$ cat src/rtl/demux_1_4_stream.sv
// Registered 1:4 stream demux with a one-entry holding register per channel.
// Define DEMUX_1_4_CNT_EN to add per-channel 16-bit drain counters on xfer_cnt.
module demux_1_4_stream #(
  parameter int WIDTH = 8
) (
  input  logic             clk,
  input  logic             rst_n,
  input  logic [WIDTH-1:0] i_data,
  input  logic [1:0]       s_sel,
  input  logic             i_valid,
  output logic             i_ready,
  output logic [WIDTH-1:0] y_0,
  output logic [WIDTH-1:0] y_1,
  output logic [WIDTH-1:0] y_2,
  output logic [WIDTH-1:0] y_3,
  output logic [3:0]       y_valid,
  input  logic [3:0]       y_ready
`ifdef DEMUX_1_4_CNT_EN
  ,
  output logic [63:0]      xfer_cnt
`endif
);

  logic [WIDTH-1:0] y_q [4];
  logic [3:0]       ld;
  logic [3:0]       drain;
  logic             acc;

  // Target channel can take a word if empty or emptying this cycle
  always_comb begin
    i_ready = ~y_valid[s_sel] | y_ready[s_sel];
  end

  assign acc   = i_valid & i_ready;
  assign drain = y_valid & y_ready;

  // One-hot load strobe for the selected channel
  always_comb begin
    ld = 4'b0000;
    unique case (1'b1)
      (s_sel == 2'd0): ld = {3'b000, acc};
      (s_sel == 2'd1): ld = {2'b00, acc, 1'b0};
      (s_sel == 2'd2): ld = {1'b0, acc, 2'b00};
      (s_sel == 2'd3): ld = {acc, 3'b000};
      default:         ld = 4'b0000;
    endcase
  end

  // Occupancy: load wins over drain, so drain+load keeps the channel full
  always_ff @(posedge clk or negedge rst_n) begin
    if (!rst_n) begin
      y_valid <= 4'b0000;
    end else begin
      y_valid <= (y_valid & ~drain) | ld;
    end
  end

  // Holding registers keep their last word after a drain
  always_ff @(posedge clk or negedge rst_n) begin
    if (!rst_n) begin
      for (int k = 0; k < 4; k++) y_q[k] <= '0;
    end else begin
      for (int k = 0; k < 4; k++) begin
        if (ld[k]) y_q[k] <= i_data;
      end
    end
  end

  assign y_0 = y_q[0];
  assign y_1 = y_q[1];
  assign y_2 = y_q[2];
  assign y_3 = y_q[3];

`ifdef DEMUX_1_4_CNT_EN
  logic [15:0] cnt_q [4];

  // Per-channel drain counters, wrapping at 16 bits
  always_ff @(posedge clk or negedge rst_n) begin
    if (!rst_n) begin
      for (int k = 0; k < 4; k++) cnt_q[k] <= 16'h0000;
    end else begin
      for (int k = 0; k < 4; k++) begin
        if (drain[k]) cnt_q[k] <= cnt_q[k] + 16'h0001;
      end
    end
  end

  assign xfer_cnt = {cnt_q[3], cnt_q[2], cnt_q[1], cnt_q[0]};
`endif

endmodule
$ cat config.mk
export PLATFORM = sky130hd
export DESIGN_NAME = demux_1_4_stream
export DESIGN_NICKNAME = d
export VERILOG_FILES = /design/src/rtl/demux_1_4_stream.sv
export SDC_FILE = /design/constraint.sdc
export NUM_CORES = 1
export LEC_CHECK = 0
export BUFFER_PORTS_ARGS = -buffer_cell sky130_fd_sc_hd__buf_2
export CORE_MARGIN = 2
export CORE_UTILIZATION = 43
export CTS_CLUSTER_DIAMETER = 80
export CTS_CLUSTER_SIZE = 8
export DETAILED_ROUTE_END_ITERATION = 7
export GPL_TIMING_DRIVEN = 0
export PLACE_DENSITY_LB_ADDON = 0.12
export SLEW_MARGIN = 0
export SYNTH_ARGS = -nofsm -noshare
export SYNTH_HDL_FRONTEND = slang
export SYNTH_SLANG_ARGS = --single-unit
$ cat constraint.sdc
create_clock -name clk -period 1.4 [get_ports clk]
set_clock_uncertainty 0.15 [all_clocks]
set_input_delay 0.21 -clock clk [delete_from_list [all_inputs] [get_ports clk]]
set_output_delay 0.21 -clock clk [all_outputs]
set_load 0.02 [all_outputs]
==> metrics.md, run 1 <==
| Metric | Value |
|---|---|
| Die X | 61.1 microns |
| Largest net degree at the start of global routing | 37 |
| Antenna diodes | 0 |
| Total CTS buffers | 5 |
| # nets final | 178 |
| Worst-path clk slew | 100 ps |
| WHS Path Cells | 3 |
| DP Area | 1790 sq um |
| Core Util, Final | 0.682 |
| Leakage | 1.05 nW |
| DR WL/cell | 15.0 microns |
| Root Buffer | clkbuf_4 |
| Vias in the first global route | 930 |
| Total Power | 2.97 mW |
| Post-Layout Cell Count | 206 |
| Initial antenna violation count | 0 |
| Routed WL | 3090 microns |
| Critical-path top delay cell | mux4_2 |
| R2R Path End | y_1[1]$_DFFE_PN0P_ |
| Port bufs | 52 |
| Maxcap violations | 0 |
| RSZ-0062 raised after global routing | yes |
| Pwr Density | 1420 nW/um^2 |
| Synthesis-stage register bit count | 36 |
| Initial core utilization | 0.455 |
| Worst Hold Path EP | y_valid[2]$_DFF_PN0_ |
| Placed cell count | 184 |
| Reg-to-reg critical path startpoint | y_valid[1]$_DFF_PN0_ |
| Synth unique cells | 12 |
| Drt first-iter violations | 21 |
| DRT antenna net count | 0 |
| Final hold violations | 0 |
| Mapped Avg Cell Area | 15.9 sq um |
| Die Span Y | 61.1 microns |
| CP Launch Point | y_valid[3]$_DFF_PN0_ |
| GPL Wtd Cong | 0.690 |
| Area grow syn2layout | 49.7% |
| Fin crit share | 1.27 |
| GRT Util Overall | 0.177 |
| Setup violators final | 25 |
| WP data required | 1040 ps |
| Kind of critical path | reg -> out |
| Hold WC Path Type | in -> reg |
| Post-Syn Nets | 105 |
| Remaining global-route overflow | 0 |
| Vias | 983 |
| Clk sink count | 36 |
| First-pass DRT Iterations | 4 |
| Relative slew margins | 0.476 |
| Max Slew Vio Count | 0 |
| Fmax | 561 MHz |
| Residual DRC | 0 |
| H-tree Lvls | 2 |
| Worst Path Max Fanout | 3 |
| Tmin final | 1780 ps |
| Worst-path cell chain | nand2b_4 -> mux4_2 -> buf_6 |
| Drt via density | 4.77 |
| Crit start category | flip-flop |
| Post-synthesis sequential area ratio | 0.643 |
| CTS tree | built |
| Setup WS post-layout | -384 ps |
| Failing checks | negative setup slack |
| Slew @ Worst Pin | 785 ps |
| Syn. warnings | 0 |
| Post-DP HPWL | 1910 microns |
| CP endpoint kind | primary output |
| Core area | 3080 sq um |
| Crit path largest cell delay | 480 ps |
| Fillers | 246 |
| Ports | 54 |
| Reg2Reg Depth | 4 |
| Clock Latency Late Sink | 330 ps |
| Total die area | 3730 sq um |
| Synthesized area | 1400 sq um |
| Layout cells sized above 1 | 0.673 |
| R2R setup slack | -80 ps |
| Row Count | 20 |
| Clock tree buffer depth | 2 |
| Beginning of the worst hold path | s_sel[1] |
| Fin area | 2100 sq um |
| Status | finished with violations |
| Syn Inst Count | 88 |
| Global-route wire length before repair | 4570 microns |
| Max VDD drop | 0.679 mV |
| WP data arrival | 1420 ps |
sequential cells by signal (all words and copies together) (netlist names):
| register | flops |
|---|---|
| y_0 | 8 |
| y_1 | 8 |
| y_2 | 8 |
| y_3 | 8 |
| y_valid | 4 |
placed cells by master (no fill, tap or decap), drive strengths merged:
cell type	count
nand3b	1
nor3b	1
dfrtp	36
dlymetal6s4s	1
nand2b	4
dlygate4sd3	11
clkinv	1
mux2	32
buf	57
nand2	5
mux4	1
nand3	1
nor2b	2
o21ai	1
and3	1
clkbuf	6
bufinv	1
worst max-delay path, delay by kind of cell, from the launching register on:
kind	cells	cell delay (ps)
and+or+nand+nor	1	60
DFF	1	400
muxes	1	480
buffers and inverters	1	150
metrics by stage:
stage | hold WS (ps) | setup TNS [ps] | worst slack, ps
2_1_floorplan | -236 | -1160 | -115
3_3_place_gp | 178 | -3220 | -241
3_5_place_dp | 189 | -3980 | -280
4_1_cts | 3.18 | -986 | -383
5_1_grt | 22.2 | -2420 | -423
6_report | 20.5 | -1430 | -384
kinds of logic (layout without fill, tap and decap cells):
family                 after synthesis  after routing  share of synthesized area
buffers and inverters                3             77                     0.0107
muxes                               33             33                      0.273
and+or+nand+nor                     15             15                     0.0696
DFF                                 36             36                      0.643
AOI/OAI and AO/OA                    1              1                    0.00357
timing repair:
item,4_1_cts,5_1_grt
pin swaps,1,0
setup endpoints to repair,33,35
resized for setup,15,8
gates cloned,0,0
endpoints found under the hold margin,69,0
hold buffers,12,0
buffers inserted,2,1
layer usage:
metal | share of wire | global-route usage
met1 | 0.43 | 0.225
met2 | 0.49 | 0.278
met3 | 0.062 | 0.0672
met4 | 0.014 | 0.0652
met5 | 0 | 0
worst max path at each step:
stage / end / slack [ps] / cells past startpoint
2_1_floorplan: y_1[0]$_DFFE_PN0P_ / -120 / 3
6_report: i_ready / -380 / 3
5_1_grt: i_ready / -420 / 3
3_5_place_dp: y_1[5]$_DFFE_PN0P_ / -280 / 3
3_3_place_gp: y_1[5]$_DFFE_PN0P_ / -240 / 3
4_1_cts: i_ready / -380 / 3
cells in the mapped netlist:
cell       n  share of area
nand3b_2   1         0.0080
nand3_1    1         0.0036
nor2b_1    2         0.0089
buf_2      3          0.011
mux2_2    32           0.26
nand2b_1   4          0.018
dfrtp_1   36           0.64
o21ai_0    1         0.0036
mux4_2     1          0.016
nand2_1    5          0.013
and3_1     1         0.0045
nor3b_4    1          0.013
layout make-up:
| class | instances | area [sq um] | area share |
|---|---|---|---|
| plain buffers | 2 | 20.0 | 0.00954 |
| clock buffers | 6 | 41.3 | 0.0197 |
| repair buffers | 67 | 423 | 0.202 |
| clock inverters | 2 | 35.0 | 0.0167 |
| well taps | 44 | 55.1 | 0.0262 |
| flip-flops and latches | 36 | 906 | 0.432 |
| multi-input cells | 49 | 618 | 0.295 |
power breakdown:
group	internal [mW]	total, mW	switching (mW)	leakage (nW)
Combinational	0.446	0.917	0.471	0.578
Clock	0.374	0.700	0.326	0.0422
Sequential	1.24	1.36	0.111	0.426
Note: power is estimated with default switching activity, not from simulation.
==> run 2, diff against run 1 <==
--- a/config.mk
+++ b/config.mk
@@ -6,13 +6,13 @@
 export NUM_CORES = 1
 export LEC_CHECK = 0
 export BUFFER_PORTS_ARGS = -buffer_cell sky130_fd_sc_hd__buf_2
-export CORE_MARGIN = 2
 export CORE_UTILIZATION = 43
 export CTS_CLUSTER_DIAMETER = 80
 export CTS_CLUSTER_SIZE = 8
 export DETAILED_ROUTE_END_ITERATION = 7
 export GPL_TIMING_DRIVEN = 0
 export PLACE_DENSITY_LB_ADDON = 0.12
+export SETUP_SLACK_MARGIN = 0.15
 export SLEW_MARGIN = 0
 export SYNTH_ARGS = -nofsm -noshare
 export SYNTH_HDL_FRONTEND = slang
==> run 2 against run 1 <==
Against the previous run:
- the flow finishes with violations (negative hold slack, negative setup slack)
- sequential power rose by 4%
- routed wire length up 21%
- count of clock-buffer cells in the layout up 1
- first-iteration DRC count rose by 62%
- clock power up 19%
- non-clock buffer count increased by 31
- fmax is 0.18% lower
- worst hold slack got worse by 220 ps
- flip-flop and latch count unchanged
- final area rose by 26%
- critical path type unchanged
==> metrics.md, run 2 (synthesized netlist as in run 1, its figures left out) <==
| Metric | Value |
|---|---|
| Row Count | 20 (unchanged) |
| Vias in the first global route | 1108 (+19%) |
| Ports | 54 (unchanged) |
| GRT Util Overall | 0.224 (+0.0465) |
| R2R setup slack | -150 ps (-70 ps) |
| Fin area | 2640 sq um (+26%) |
| Core area | 3080 sq um (unchanged) |
| Root Buffer | clkbuf_4 |
| Initial antenna violation count | 0 (unchanged) |
| DRT antenna net count | 0 (unchanged) |
| GR Layer Usage met2 | 0.354 (+0.0758) |
| DP Area | 1810 sq um (+0.91%) |
| Initial core utilization | 0.455 (unchanged) |
| Hold WS | -203 ps (-223 ps) |
| Placed cell count | 184 (unchanged) |
| Worst Path Max Fanout | 2 (-1) |
| Kind of critical path | reg -> out |
| Remaining global-route overflow | 0 (unchanged) |
| Residual DRC | 0 (unchanged) |
| Status | finished with violations |
| Fmax | 560 MHz (-0.18%) |
| Worst-path clk slew | 110 ps (about the same) |
| Failing checks | negative hold slack, negative setup slack |
| Commonest non-fill, non-tap cell in the layout | buf_6 |
| Post-Layout Cell Count | 238 (+16%) |
| Crit start category | flip-flop |
| Hold-fix buffers, CTS | 9 (-3) |
| Hold WC Path Type | in -> async |
| Reg-to-reg critical path startpoint | y_valid[3]$_DFF_PN0_ |
| Fin crit share | 1.28 (+0.00228) |
| Drt via density | 4.75 (-0.50%) |
| Final hold violations | 38 (+38) |
| GPL Wtd Cong | 0.701 (+1.6%) |
| Maxcap violations | 0 (unchanged) |
| RSZ-0062 raised after global routing | yes |
| Total die area | 3490 sq um (-6.4%) |
| Clk sink count | 36 (unchanged) |
| # nets final | 210 (+18%) |
| Setup violators final | 25 (unchanged) |
| DR WL/cell | 15.8 microns (+5.2%) |
| Drt first-iter violations | 34 (+62%) |
| R2R Path End | y_3[3]$_DFFE_PN0P_ |
| Slew @ Worst Pin | 815 ps (+29.5 ps) |
| Top Usage Layer GRT | met2 |
| CTS tree | built |
| Post-DP HPWL | 1910 microns (+0.34%) |
| Antenna diodes | 0 (unchanged) |
| Vias | 1130 (+15%) |
| Die X | 59.1 microns (-3.3%) |
| Layout cells sized above 1 | 0.753 (+0.0797) |
| Max Slew Vio Count | 0 (unchanged) |
| Clock Latency Late Sink | 340 ps (about the same) |
| Tmin final | 1790 ps (+3.19 ps) |
| Die Span Y | 59.1 microns (-3.3%) |
| Setup WS post-layout | -387 ps (-3.19 ps) |
| WP data arrival | 1430 ps (about the same) |
| Total CTS buffers | 5 (unchanged) |
| Port bufs | 52 (unchanged) |
| H-tree Lvls | 2 (unchanged) |
| Reg2Reg Depth | 6 (+2) |
| Area grow syn2layout | 88.0% |
| Max VDD drop | 0.906 mV (+33%) |
| Pwr Density | 1410 nW/um^2 (-0.25%) |
| CP endpoint kind | primary output |
| Relative slew margins | 0.457 (-0.0196) |
| Setup TNS | -1940 ps (-511 ps) |
| Met3 usage | 0.0699 (+0.00264) |
| Global-route wire length before repair | 5530 microns (+21%) |
| Largest net degree at the start of global routing | 37 (unchanged) |
| First-pass DRT Iterations | 4 (unchanged) |
| Routed WL | 3750 microns (+21%) |
| Most frequent cells in the layout | buf_6, buf_4, mux2_4, dfrtp_1, buf_2 |
| Met1 Use GR | 0.295 (+0.0694) |
| WP data required | 1040 ps (about the same) |
| Clock tree buffer depth | 2 (unchanged) |
| Leakage | 1.34 nW (+28%) |
-- run 2: cell count changes in the layout (fill, tap and decap cells not counted), moves of 2 or more --
cell and delta:
buf_2 -36, buf_6 +35, buf_4 +34, mux2_2 -8, mux2_4 +8, clkbuf_8 +2, dlygate4sd3_1 -2, nand3b_4 +2
-- run 2: layout make-up --
cell class,instances,area [sq um]
sequential,36,906
timing repair buffer,97,860
multi-input combinational,50,679
fill,158,443
clock buffer,7,65.1
tap,44,55.1
buffer,3,40.0
clock inverter,1,30.0
-- run 2: per-stage QoR --
stage | setup WS [ps] | power (mW) | utilization | hold WS [ps]
floorplan | -115 | 1.91 | - | -236
global placement | -267 | 2.19 | 0.587 | 179
detailed placement | -282 | 2.22 | 0.587 | 199
CTS | -408 | 3.53 | 0.790 | -184
global route | -431 | 3.90 | 0.856 | -160
finish | -387 | 3.72 | 0.856 | -203
-- run 2: worst max path at each step --
stage	endpoint	from
3_3_place_gp	y_1[1]$_DFFE_PN0P_	y_valid[1]$_DFF_PN0_
4_1_cts	i_ready	y_valid[0]$_DFF_PN0_
3_5_place_dp	y_1[6]$_DFFE_PN0P_	y_valid[1]$_DFF_PN0_
5_1_grt	i_ready	y_valid[0]$_DFF_PN0_
2_1_floorplan	y_1[0]$_DFFE_PN0P_	y_valid[1]$_DFF_PN0_
6_report	i_ready	y_valid[3]$_DFF_PN0_
-- run 2: power breakdown --
part	leakage (nW)	total (mW)	internal [mW]	switching, mW
registers	0.426	1.41	1.25	0.160
clock network	0.0515	0.832	0.474	0.358
logic	0.862	1.48	0.925	0.560
total	1.34	3.72	2.64	1.08
-- run 2: repair_timing --
action                     4_1_cts  5_1_grt
hold endpoints to repair        70       38
setup endpoints to repair       69       69
resized for setup               96        8
cloned                           0        1
setup buffers                   15       21
-- run 2: worst max-delay path, stage by stage, from the launching register on --
cell	delay [ps]
dfrtp_2	410
nand2b_4	60
mux4_2	480
buf_6	150
-- run 2: layer usage --
metal	wire length, microns	vias to the layer above	share of wire
li1	-	518	-
met1	1640	564	0.44
met2	1890	38	0.50
met3	158	10	0.042
met4	67	0	0.018
met5	0	-	0
